$ cat src/rtl/divfreq_scan.sv
`default_nettype none
// ============================================================================
// Module   : divfreq_scan
// Purpose  : Game-speed clock divider plus N-digit multiplexed BCD display
//            scanner.
//            - Speed divider: a programmable terminal-count counter that
//              produces a one-cycle `tick` and a toggling `CLK_div` level.
//              The period is staged through a shadow register and only
//              takes effect at a counter wrap, so an interval is never cut
//              short or stretched past its terminal count.
//            - Scanner: a free-running prescaler steps a digit index. Each
//              step drives one active-low digit common and that digit's BCD
//              code. Leading zeros can optionally be blanked.
// Ports    : CLK          system clock
//            RST_N        asynchronous active-low reset
//            en           speed divider run enable
//            period       new half-period terminal count
//            period_load  one-cycle strobe that captures `period`
//            CLK_div      divided clock level, toggles on every tick
//            tick         one-cycle pulse at each speed-counter wrap
//            digits_in    BCD digits, [3:0] is the least significant
//            bcd_out      BCD code of the selected digit, 4'hF when blanked
//            COM          active-low one-hot digit select
// Revision : 1.0 - initial release
// ============================================================================
module divfreq_scan #(
  parameter int CNT_W      = 25,
  parameter int PERIOD_RST = 25000000,
  parameter int DIGITS     = 4,
  parameter int SCAN_DIV   = 25000,
  parameter int BLANK_LEAD = 1
) (
  input  logic                  CLK,
  input  logic                  RST_N,
  input  logic                  en,
  input  logic [CNT_W-1:0]      period,
  input  logic                  period_load,
  output logic                  CLK_div,
  output logic                  tick,
  input  logic [4*DIGITS-1:0]   digits_in,
  output logic [3:0]            bcd_out,
  output logic [DIGITS-1:0]     COM
);

  localparam int               SCAN_W      = $clog2(SCAN_DIV);
  localparam int               IDX_W       = $clog2(DIGITS);
  localparam logic [CNT_W-1:0] PERIOD_INIT = CNT_W'(PERIOD_RST);
  localparam logic [SCAN_W-1:0] SCAN_LAST  = SCAN_W'(SCAN_DIV - 1);
  localparam logic [IDX_W-1:0] IDX_LAST    = IDX_W'(DIGITS - 1);

  // --------------------------------------------------------------------------
  // Speed divider
  // --------------------------------------------------------------------------
  logic [CNT_W-1:0] count;
  logic [CNT_W-1:0] period_act;
  logic [CNT_W-1:0] period_shadow;
  logic             shadow_pend;
  logic             div_q;
  logic             tick_q;
  logic             wrap;

  // ">=" rather than "==" keeps the counter bounded even if period_act were
  // ever below the running count.
  assign wrap = en && (count >= period_act);

  always_ff @(posedge CLK or negedge RST_N) begin
    if (!RST_N) begin
      count         <= '0;
      div_q         <= 1'b0;
      tick_q        <= 1'b0;
      period_act    <= PERIOD_INIT;
      period_shadow <= PERIOD_INIT;
      shadow_pend   <= 1'b0;
    end else begin
      tick_q <= wrap;
      if (en) begin
        count <= wrap ? '0 : count + CNT_W'(1);
      end
      if (wrap) begin
        div_q <= ~div_q;
      end
      // The wrap uses the old period_act as its terminal count; a pending
      // shadow value becomes active for the next interval.
      if (wrap && shadow_pend) begin
        period_act <= period_shadow;
      end
      // A load coinciding with a wrap keeps the pending flag set, so the new
      // value lands one interval later.
      if (period_load) begin
        period_shadow <= period;
        shadow_pend   <= 1'b1;
      end else if (wrap) begin
        shadow_pend   <= 1'b0;
      end
    end
  end

  assign CLK_div = div_q;
  assign tick    = tick_q;

  // --------------------------------------------------------------------------
  // Digit scanner
  // --------------------------------------------------------------------------
  logic [SCAN_W-1:0] scan_cnt;
  logic [IDX_W-1:0]  idx;
  logic [DIGITS-1:0] nz_above;
  logic              nz_acc;
  logic              blank;
  logic [3:0]        sel_digit;

  always_ff @(posedge CLK or negedge RST_N) begin
    if (!RST_N) begin
      scan_cnt <= '0;
      idx      <= '0;
    end else if (scan_cnt == SCAN_LAST) begin
      scan_cnt <= '0;
      idx      <= (idx == IDX_LAST) ? '0 : idx + IDX_W'(1);
    end else begin
      scan_cnt <= scan_cnt + SCAN_W'(1);
    end
  end

  // nz_above[i] is set when digit i or any more significant digit is
  // non-zero; a digit with this bit clear is a leading zero.
  always_comb begin
    nz_acc   = 1'b0;
    nz_above = '0;
    for (int i = DIGITS - 1; i >= 0; i--) begin
      nz_acc      = nz_acc | (|digits_in[4*i +: 4]);
      nz_above[i] = nz_acc;
    end
  end

  assign sel_digit = digits_in[4*idx +: 4];
  // Digit 0 is never blanked so an all-zero value still shows one "0".
  assign blank     = (BLANK_LEAD != 0) && (idx != '0) && !nz_above[idx];

  always_ff @(posedge CLK or negedge RST_N) begin
    if (!RST_N) begin
      COM     <= '1;
      bcd_out <= 4'h0;
    end else if (blank) begin
      COM     <= '1;
      bcd_out <= 4'hF;
    end else begin
      COM     <= ~(DIGITS'(1) << idx);
      bcd_out <= sel_digit;
    end
  end

endmodule
`default_nettype wire

$ cat config.mk
export PLATFORM = sky130hd
export DESIGN_NAME = divfreq_scan
export DESIGN_NICKNAME = d
export VERILOG_FILES = /design/src/rtl/divfreq_scan.sv
export SDC_FILE = /design/constraint.sdc
export NUM_CORES = 1
export LEC_CHECK = 0
export CAP_MARGIN = 20
export CORE_AREA = 4 4 100 102
export CTS_CLUSTER_DIAMETER = 150
export CTS_CLUSTER_SIZE = 24
export DETAILED_ROUTE_END_ITERATION = 6
export DIE_AREA = 0 0 104 106
export PLACE_DENSITY = 0.83
export SLEW_MARGIN = 20
export SYNTH_ARGS = -nofsm -noshare
export SYNTH_HDL_FRONTEND = slang
export SYNTH_SLANG_ARGS = --single-unit
$ cat constraint.sdc
create_clock -name CLK -period 8 [get_ports CLK]
set_input_delay 0.8 -clock CLK [delete_from_list [all_inputs] [get_ports CLK]]
set_output_delay 0.8 -clock CLK [all_outputs]
set_load 0.01 [all_outputs]
==> impl_metrics.yaml <==
route:
  postRouteAntennaNets: 0
  viasPerCell: 5.51
  drt_iter0_drc: 143
  drt-total-wl_mm: 9.67
  wl_per_cell_um: 15.8
  dr.pass1.iters: 4
  drt_drc_violations_left: 0
  num_vias: 3372
global_routing:
  grt_pass1_wl_mm: 16.6
  groute.usage.overall_pct: 18.6
  grt_pass1_vias: 3512
  grt_remaining_overflow: 0
  antenna_found_initial: 0
  grt_max_degree: 64
setup_path:
  ff2ff_setup_slack_ps: 4790
  startpoint: "period_act[6]"
  cp-end-kind: "flop"
  cp_slowest_stage_delay_ps: 560
  worstPathCellList: "inv_1, ha_1, nand4_1, or4_1, nor3_2, o41ai_2, a211oi_4, buf_4, mux2_2"
  worstPathRequired_ps: 8250
  critical_path_class: "reg2reg"
  critPathMaxFanout: 16
  crit_path_top_delay_cell: "or4_1"
  reg2reg_depth: 9
  startpoint_type: "flop"
  cp_num_buf_inv: 2
  cp.depth: 9
  critPathTopFamily: "simple AND/OR/NAND/NOR gates"
  worstPathArrival_ps: 3460
  rr_endpoint: "period_act[0]"
  reg2reg_from: "period_act[6]"
place:
  hpwl_mm: 7.39
  gp_congestion: 0.837
  portBuffers: 54
  placed_area_sq_um: 5700
synthesis:
  synth.net_count: 510
  yosys_warnings: 0
  ys_async_sr_fraction_pct: 100
  synth.distinct_cells: 41
  netlist_instances: 434
  synth.cell_area_sq_um: 5020
  syn_area_per_cell_sq_um: 11.6
  ys_seq_elements: 103
  synthFlopType: "dfrtp_1"
  synth_edf_count: 0
  yosysSeqAreaShare_pct: 52.0
clocking:
  clockBufferDepth: 2
  cts_setup_buffers: 0
  cts_num_sinks: 103
  clk-insertion-delay-late_ps: 360
  htree_num_levels: 3
  clk_pin_slew_worst_paths_ps: 100
  ctsHoldBuffers: 0
  cts_root_buffer: "clkbuf_8"
  cts_resized: 0
  cts_buffers: 9
  cts_tree: "done"
timing:
  drv_slew: 0
  period_share_pct: 40.2
  fin_crit_ps: 3210
  clock_skew_ps: 13.1
  max_freq_mhz: 311
  rsz0062_at_grt: "false"
  max-slew-margin-rel_pct: 40.1
  hold_viol: 0
  finalSetupViolCount: 0
  setup-tns-final_ps: 0
  worst_pin_slew_ps: 877
final_layout:
  drive_above_1_share_pct: 22.2
  finalNetCount: 572
  n_antenna_cell: 0
  design_area_sq_um: 5900
  area_growth_syn_to_layout_pct: 17.5
  n_fill_cell: 700
floorplan:
  die_area_sq_um: 11000
  die_y_um: 106
  pin_count: 55
  initial_core_util_pct: 55.2
  die_x_um: 104
  core_area_sq_um: 9110
  row_count: 35
power:
  cellPowerDensity_nw_per_um2: 226
  irDropWorstVdd_mv: 0.0978
  p_leak_uw: 0.00261
run_status:
  status: "finished, final reports clean"
min_path:
  hold_path.class: "in2async"
run:
  maxCapViolCount: 0
## through the flow
stage	setup WS (ps)	util [%]	total power (uW)	std cells	hold WS [ps]
2_1_floorplan	5230	-	894	434	455
3_3_place_gp	4860	62.5	985	596	458
3_5_place_dp	4800	62.5	1010	596	464
4_1_cts	4780	64.8	1350	612	405
5_1_grt	4590	64.8	1420	612	433
6_report	4790	64.8	1330	612	398
## per-layer routing
layer | track usage, % | routed length, um | up-vias | part of all wire [%]
li1 | - | - | 1620 | -
met2 | 31.6 | 4830 | 69 | 50
met1 | 23.7 | 4200 | 1669 | 43
met3 | 4.61 | 474 | 14 | 4.9
met4 | 5.89 | 170 | 0 | 1.8
met5 | 0 | 0 | - | 0
## sequential cells by signal (all words and copies together), names as in the netlist
signal and flops:
count 25, period_act 25, period_shadow 25, scan_cnt 15
COM 4, bcd_out 4, idx 2, CLK_div 1
shadow_pend 1, tick 1
## worst register-to-register path, stage by stage, from the launching register on
cell and delay, ps:
dfstp_2 540, inv_1 40, ha_1 290, nand4_1 130, or4_1 560, nor3_2 140
o41ai_2 170, a211oi_4 540, buf_4 340, mux2_2 370
## power breakdown
group	leakage, uW	internal [uW]	switching, uW
Sequential	0.00126	627	57.0
Combinational	0.00125	159	156
Clock	0.000101	150	184
Total	0.00261	937	396
## synthesized netlist by cell type, drive strengths merged, types with 2 or more instances
library cell  number  area, sq um
dfrtp             75         1880
and2               2         12.5
nor2              39          146
nor3               7         40.0
a21oi             11         55.1
dfstp             28          736
inv               37          139
ha                31          388
mux4               4         90.1
xnor2             12          105
o21ai             10         50.1
clkbuf             5         18.8
o22ai              3         18.8
buf                4         31.3
nor4               5         31.3
nand2b             5         31.3
and3               4         25.0
a2111oi            2         17.5
or4                2         15.0
mux2              50          563
a211oi             3         35.0
or2                4         25.0
nand4             13         81.3
nor2b              2         12.5
and4               4         35.0
xor2              21          184
nand2             27          101
a31oi              3         18.8
nand3             13         65.1
## worst max path at each step
stage / end / slack (ps)
2_1_floorplan: period_act[10] / 5230
5_1_grt: period_act[0] / 4590
3_5_place_dp: period_act[0] / 4800
6_report: period_act[0] / 4790
3_3_place_gp: period_act[0] / 4860
4_1_cts: period_act[0] / 4780
## area by class of cell
| class | count | area (sq um) | share of cell area (%) |
|---|---|---|---|
| clock buffers | 10 | 128 | 2.16 |
| flip-flops and latches | 103 | 2610 | 44.3 |
| clock inverters | 6 | 77.6 | 1.31 |
| repair buffers | 60 | 583 | 9.88 |
| multi-input cells | 285 | 2220 | 37.7 |
| well taps | 111 | 139 | 2.35 |
| inverters | 37 | 139 | 2.35 |
## kinds of logic (layout without fill, tap and decap cells)
kind of cell,after synthesis,after routing,share of synthesized area (%)
XOR/XNOR,33,33,5.75
multiplexers,55,55,13.2
adder cells (fa/ha/maj),31,31,7.72
AO/OA/AOI/OAI,37,37,4.86
buffers and inverters,46,113,3.76
flip-flops,103,103,52.0
AND/OR/NAND/NOR,129,129,12.7
## placed cells by master (no fill, tap or decap), drive strengths merged, types with 10 or more instances in the layout
| cell type | n |
|---|---|
| clkdlybuf4s50 | 53 |
| dfstp | 28 |
| dfrtp | 75 |
| a21oi | 11 |
| clkbuf | 10 |
| xnor2 | 12 |
| nand2 | 27 |
| ha | 31 |
| o21ai | 10 |
| nand4 | 13 |
| mux2 | 50 |
| inv | 39 |
| xor2 | 21 |
| nor2 | 39 |
| nand3 | 13 |
(Power assumes the default switching activity.)
